**src/rtl/elevator_pkg.sv**
```systemverilog
// Shared state encoding and helpers for the N-floor elevator controller.
package elevator_pkg;

  localparam int unsigned MAX_FLOORS = 32;

  typedef logic [1:0] state_t;

  localparam state_t IDLE      = 2'd0;
  localparam state_t MOVING    = 2'd1;
  localparam state_t DOOR_OPEN = 2'd2;

  // One-hot vector of MAX_FLOORS bits with bit idx set; callers truncate to FLOORS.
  function automatic logic [MAX_FLOORS-1:0] onehot(input int unsigned idx);
    onehot = MAX_FLOORS'(1) << idx;
  endfunction

endpackage

```
**src/rtl/elevator_ctrl_n_tick_timer.sv**
```systemverilog
// Prescaled tick timer: raises done on the tick that completes `count` ticks.
module tick_timer #(
  parameter int unsigned TICK_DIV = 50000000,
  parameter int unsigned COUNT_W  = 2
) (
  input  logic               clk_50,
  input  logic               rst,
  input  logic               clear,
  input  logic [COUNT_W-1:0] count,
  output logic               done
);

  localparam int unsigned PRE_W = (TICK_DIV > 1) ? $clog2(TICK_DIV) : 1;

  logic [PRE_W-1:0]   pre;
  logic [COUNT_W-1:0] cnt;
  logic               tick;

  assign tick = (pre == PRE_W'(TICK_DIV - 1));
  assign done = tick && (cnt == count - COUNT_W'(1));

  always_ff @(posedge clk_50) begin
    if (rst || clear) begin
      pre <= '0;
      cnt <= '0;
    end else begin
      pre <= tick ? '0 : pre + PRE_W'(1);
      if (tick) cnt <= done ? '0 : cnt + COUNT_W'(1);
    end
  end

endmodule

```
**src/rtl/elevator_ctrl_n.sv**
```systemverilog
// N-floor elevator controller: latches calls and serves them in SCAN order.
module elevator_ctrl_n
  import elevator_pkg::*;
#(
  parameter int unsigned FLOORS       = 3,
  parameter int unsigned TICK_DIV     = 50000000,
  parameter int unsigned TRAVEL_TICKS = 3,
  parameter int unsigned DOOR_TICKS   = 2
) (
  input  logic              clk_50,
  input  logic              rst,
  input  logic [FLOORS-1:0] call_req,
  output logic [FLOORS-1:0] floor,
  output logic              door,
  output logic              moving,
  output logic              dir_up,
  output logic [FLOORS-1:0] pending
);

  localparam int unsigned FLOOR_W = (FLOORS > 1) ? $clog2(FLOORS) : 1;
  localparam int unsigned MAX_T   = (TRAVEL_TICKS > DOOR_TICKS) ? TRAVEL_TICKS : DOOR_TICKS;
  localparam int unsigned CNT_W   = $clog2(MAX_T + 1);

  state_t             state, state_next;
  logic [FLOOR_W-1:0] cur, cur_next, cur_step;
  logic               dir_next, restart, timer_clear, done;
  logic [FLOORS-1:0]  req, clr, cur_next_oh;
  logic [CNT_W-1:0]   count;

  function automatic logic any_above(input logic [FLOORS-1:0] p, input logic [FLOOR_W-1:0] idx);
    any_above = 1'b0;
    for (int i = 0; i < int'(FLOORS); i++)
      if (i > int'(idx)) any_above = any_above | p[i];
  endfunction

  function automatic logic any_below(input logic [FLOORS-1:0] p, input logic [FLOOR_W-1:0] idx);
    any_below = 1'b0;
    for (int i = 0; i < int'(FLOORS); i++)
      if (i < int'(idx)) any_below = any_below | p[i];
  endfunction

  assign count = (state == DOOR_OPEN) ? CNT_W'(DOOR_TICKS) : CNT_W'(TRAVEL_TICKS);

  tick_timer #(.TICK_DIV(TICK_DIV), .COUNT_W(CNT_W)) u_timer (
    .clk_50 (clk_50),
    .rst    (rst),
    .clear  (timer_clear),
    .count  (count),
    .done   (done)
  );

  // Next state, SCAN direction and request clear for the current edge.
  always_comb begin
    state_next = state;
    cur_next   = cur;
    dir_next   = dir_up;
    restart    = 1'b0;
    req        = pending | call_req;
    cur_step   = dir_up ? cur + FLOOR_W'(1) : cur - FLOOR_W'(1);
    case (state)
      IDLE: begin
        if (pending[cur]) begin
          state_next = DOOR_OPEN;
        end else if (any_above(pending, cur) && (dir_up || !any_below(pending, cur))) begin
          dir_next   = 1'b1;
          state_next = MOVING;
        end else if (any_below(pending, cur)) begin
          dir_next   = 1'b0;
          state_next = MOVING;
        end
      end
      MOVING: begin
        if (done) begin
          cur_next = cur_step;
          if (req[cur_step])
            state_next = DOOR_OPEN;
          else if (!(dir_up ? any_above(pending, cur_step) : any_below(pending, cur_step)))
            state_next = IDLE;
        end
      end
      DOOR_OPEN: begin
        if (call_req[cur]) restart = 1'b1;
        else if (done)     state_next = IDLE;
      end
      default: state_next = IDLE;
    endcase
    cur_next_oh = FLOORS'(onehot(32'(cur_next)));
    clr         = ((state == DOOR_OPEN) || (state_next == DOOR_OPEN)) ? cur_next_oh : '0;
    timer_clear = (state_next != state) || ((state == MOVING) && done) || restart;
  end

  always_ff @(posedge clk_50) begin
    if (rst) begin
      state   <= IDLE;
      cur     <= '0;
      dir_up  <= 1'b1;
      pending <= '0;
      floor   <= FLOORS'(1);
      door    <= 1'b0;
      moving  <= 1'b0;
    end else begin
      state   <= state_next;
      cur     <= cur_next;
      dir_up  <= dir_next;
      pending <= req & ~clr;
      floor   <= cur_next_oh;
      door    <= (state_next == DOOR_OPEN);
      moving  <= (state_next == MOVING);
    end
  end

endmodule
```
**config.mk**
```make
export PLATFORM = sky130hd
export DESIGN_NAME = elevator_ctrl_n
export DESIGN_NICKNAME = d
export VERILOG_FILES = /design/src/rtl/elevator_pkg.sv /design/src/rtl/elevator_ctrl_n_tick_timer.sv /design/src/rtl/elevator_ctrl_n.sv
export SDC_FILE = /design/constraint.sdc
export NUM_CORES = 1
export LEC_CHECK = 0
export CORE_MARGIN = 4
export CORE_UTILIZATION = 50
export CTS_CLUSTER_SIZE = 28
export DETAILED_ROUTE_END_ITERATION = 10
export GPL_TIMING_DRIVEN = 0
export PLACE_DENSITY = 0.72
export SLEW_MARGIN = 20
export SYNTH_ARGS = -nofsm -noshare
export SYNTH_HDL_FRONTEND = slang
export SYNTH_SLANG_ARGS = --single-unit
export TNS_END_PERCENT = 30
```
**constraint.sdc**
```tcl
create_clock -name clk_50 -period 3.1 [get_ports clk_50]
set_clock_uncertainty 0.05 [all_clocks]
set_input_delay 0.465 -clock clk_50 [delete_from_list [all_inputs] [get_ports clk_50]]
set_output_delay 0.465 -clock clk_50 [all_outputs]
set_load 0.01 [all_outputs]
```
==> summary.md <==
| Metric | Value |
|---|---|
| Status | finished clean |
| Initial antenna violation count | 0 |
| Die Area | approximately 5300 µm² |
| Final Util | slightly below 60% |
| Routability cong. | around 0.81 |
| DP HPWL | between 3000 and 4000 µm |
| Final Setup Violations | 0 |
| Routed WL | slightly above 4000 µm |
| Via count of the first global-routing pass | between 1500 and 2000 |
| Per-cell routed wire length | 13.7 µm |
| Layout cell share with drive strength beyond 1 | roughly 11% |
| I/O pins | 14 |
| Rel. slew slack | 44.0% |
| Total GRT Usage | approximately 17% |
| Worst-Skew Late Latency | about 0.3 ns |
| FMAX | about 0.36 GHz |
| Worst-Margin Slew | roughly 0.83 ns |
| Initial Utilization | slightly above 50% |
| Number of flops mapped to enable cells by yosys | 0 |
| DR iter-0 viols | 81 |
| Period utilization | between 80 and 90% |
| TritonCTS clock tree | done |
| First-pass GRT wire length | ~7000 µm |
| Resized Gates After CTS | 0 |
| Post-synth top area cell | dfxtp_1 |
| Area Overhead vs Synth | 15.0% |
| CTS Buf Count | 5 |
| Syn Nets | ~240 |
| Ant diodes | 0 |
| Final Hold Fails | 0 |
| Min-delay src | u_timer.pre[0]$_SDFF_PP0_ |
| Crit Path Category | reg -> reg |
| Port buffer count | 13 |
| Critical path data arrival time | 2.90 ns |
| Overflow after GRT | 0 |
| Worst-case reg-to-reg path depth | 8 |
| Most used DFF post-synth | dfxtp_1 |
| RSZ-0062 raised after global routing | false |
| H-tree depth | 2 |
| Synth cell types | 48 |
| Final ANT Viol Nets | 0 |
| Peak supply drop | around 0.28 mV |
| Worst Path Max Fanout | 10 |
| Seq/Total Area, Yosys | between 30% and 40% |
| Yosys reg bits | 41 |
| Hold path endpoint | u_timer.pre[0]$_SDFF_PP0_ |
| Ys Warns | 0 |
| Flop2flop setup slack | 0.32 ns |
| Max cap viols | 0 |
| Cts hold-fix bufs | 0 |
| DIE WIDTH | between 70 and 80 µm |
| Startpoint types | register |
| DR vias/cell | around 5.5 |
| Setup bufs post-CTS | 0 |
| Ys async rst share | 0% |
| RR Startpoint | cur[0]$_SDFF_PP0_ |
| RR Endpoint | moving$_SDFF_PP0_ |
| Top cell type's share of synthesized area | about 39% |
| Min Tclk post-route | roughly 2.8 ns |
| Nets | approximately 260 |
| # DRC | 0 |
| Root buffer cell | clkbuf_8 |
| Max Slew Vio Count | 0 |
| Clk slew on worst S/H paths | ~0.080 ns |
| Ranking of synthesized cells by area | dfxtp_1, xor2_1, nor2_1, ha_1, nand3_1 |
| Hold path depth | 1 |
| Maximum root-to-sink buffer count | 2 |
| Synth Instances | approximately 230 |
| CTS Sinks | 41 |
| Synthesized area | 2090 µm² |
| # rows | 23 |
| Mean area per synthesized cell | ~9.0 µm² |
| DIE HEIGHT | 72.6 µm |
| Tightest Hold Check Type | reg -> reg |
| Leakage | around 0.86 nW |
| Vias post-DR | between 1500 and 2000 |
| Drt pass-1 iters | 4 |
| Pwr Density | roughly 540 nW/µm² |
| Largest net degree at the start of global routing | 14 |
| CORE AREA | about 4000 µm² |
| Critical Path End Type | register |
| TNS Setup | 0 ns |
| Power Total | around 1.3 mW |
| Worst EP required | 3.22 ns |
==> kinds of logic (layout without fill, tap and decap cells) <==
logic type / Yosys count / count (layout) / synth area share [%]
AND/OR/NAND/NOR: 107 / 107 / 28.3
flip-flops: 41 / 41 / 39.3
AO/OA/AOI/OAI: 33 / 33 / 11.7
XOR/XNOR: 26 / 26 / 10.9
buffers and inverters: 14 / 35 / 2.70
multiplexers: 6 / 6 / 3.48
adder cells (fa/ha/maj): 6 / 6 / 3.59
==> worst max-delay path by stage <==
stage | startpoint | to | depth (start not counted)
floorplan | cur[0]$_SDFF_PP0_ | pending[2]$_SDFF_PP0_ | 8
global placement | cur[0]$_SDFF_PP0_ | moving$_SDFF_PP0_ | 8
detailed placement | cur[0]$_SDFF_PP0_ | moving$_SDFF_PP0_ | 8
CTS | cur[0]$_SDFF_PP0_ | moving$_SDFF_PP0_ | 8
global route | cur[0]$_SDFF_PP0_ | moving$_SDFF_PP0_ | 8
finish | cur[0]$_SDFF_PP0_ | moving$_SDFF_PP0_ | 8
==> state kept, by name, summed over array words and instances, names as in the netlist <==
name,cells
u_timer.pre,26
state,2
pending,3
moving,1
dir_up,1
u_timer.cnt,2
door,1
cur,2
floor,3
==> synth_stat cells (all sizes together), types with 4 or more instances <==
library cell  count
dfxtp            41
nand4             9
a21oi             6
nand3            17
xor2             19
nand2            14
nor2             42
nor4              5
mux2i             6
xnor2             7
and3              4
ha                6
inv               9
==> cell usage in the layout, fill, tap and decap left out, drive strengths merged, types with 2 or more instances in the layout <==
master | netlist | layout
or2 | 2 | 2
o221a | 2 | 2
nor2 | 42 | 42
xor2 | 19 | 19
a211oi | 3 | 3
and3 | 4 | 4
nand2 | 14 | 14
mux2i | 6 | 6
nor2b | 2 | 2
nor3b | 2 | 2
nand3b | 2 | 2
nor3 | 2 | 2
a221oi | 2 | 2
nor4 | 5 | 5
nand3 | 17 | 17
or4b | 2 | 2
clkbuf | 2 | 8
dfxtp | 41 | 41
buf | 3 | 3
o211ai | 3 | 3
o21ai | 3 | 3
clkdlybuf4s50 | 0 | 13
xnor2 | 7 | 7
o22ai | 3 | 3
ha | 6 | 6
nand4 | 9 | 9
inv | 9 | 9
a21o | 2 | 2
a21oi | 6 | 6
==> layout make-up <==
| type | instances | area, µm² |
|---|---|---|
| fillers | 375 | 1630 |
| multi-input cells | 178 | 1210 |
| flip-flops and latches | 41 | 821 |
| repair buffers | 13 | 130 |
| clock buffers | 6 | 82.6 |
| well taps | 50 | 62.6 |
| clock inverters | 2 | 37.5 |
| inverters | 9 | 33.8 |
| plain buffers | 5 | 22.5 |
==> critical path: stages (launching register included) <==
cell	delay, ns
dfxtp_1	0.44
clkbuf_1	0.36
inv_1	0.20
ha_1	0.36
xnor2_1	0.42
mux2i_1	0.29
a21oi_1	0.10
a211oi_1	0.29
o22ai_1	0.14
==> layer usage <==
| layer | GRT usage, % | up-vias | wire length [µm] |
|---|---|---|---|
| li1 | - | 861 | - |
| met1 | 24.1 | 780 | 2140 |
| met2 | 25.4 | 30 | 1750 |
| met3 | 4.41 | 8 | 188 |
| met4 | 6.76 | 0 | 71 |
| met5 | 0 | - | 0 |
==> power by group <==
part,internal (mW),switching [mW]
Sequential,0.559,0.0361
Combinational,0.0980,0.140
Clock,0.262,0.194
==> metrics by stage <==
| stage | area (µm²) | hold WS, ns | setup slack, ns | std cells |
|---|---|---|---|---|
| final | 2400 | 0.436 | 0.315 | 304 |
| after global routing | 2400 | 0.470 | 0.0543 | 304 |
| after CTS | 2400 | 0.435 | 0.326 | 304 |
| after detailed placement | 2280 | 0.416 | 0.357 | 296 |
| after global placement | 2280 | 0.394 | 0.342 | 296 |
| after floorplan | 2090 | 0.380 | 0.734 | 233 |
No activity file was read; power rests on OpenSTA's default activity.
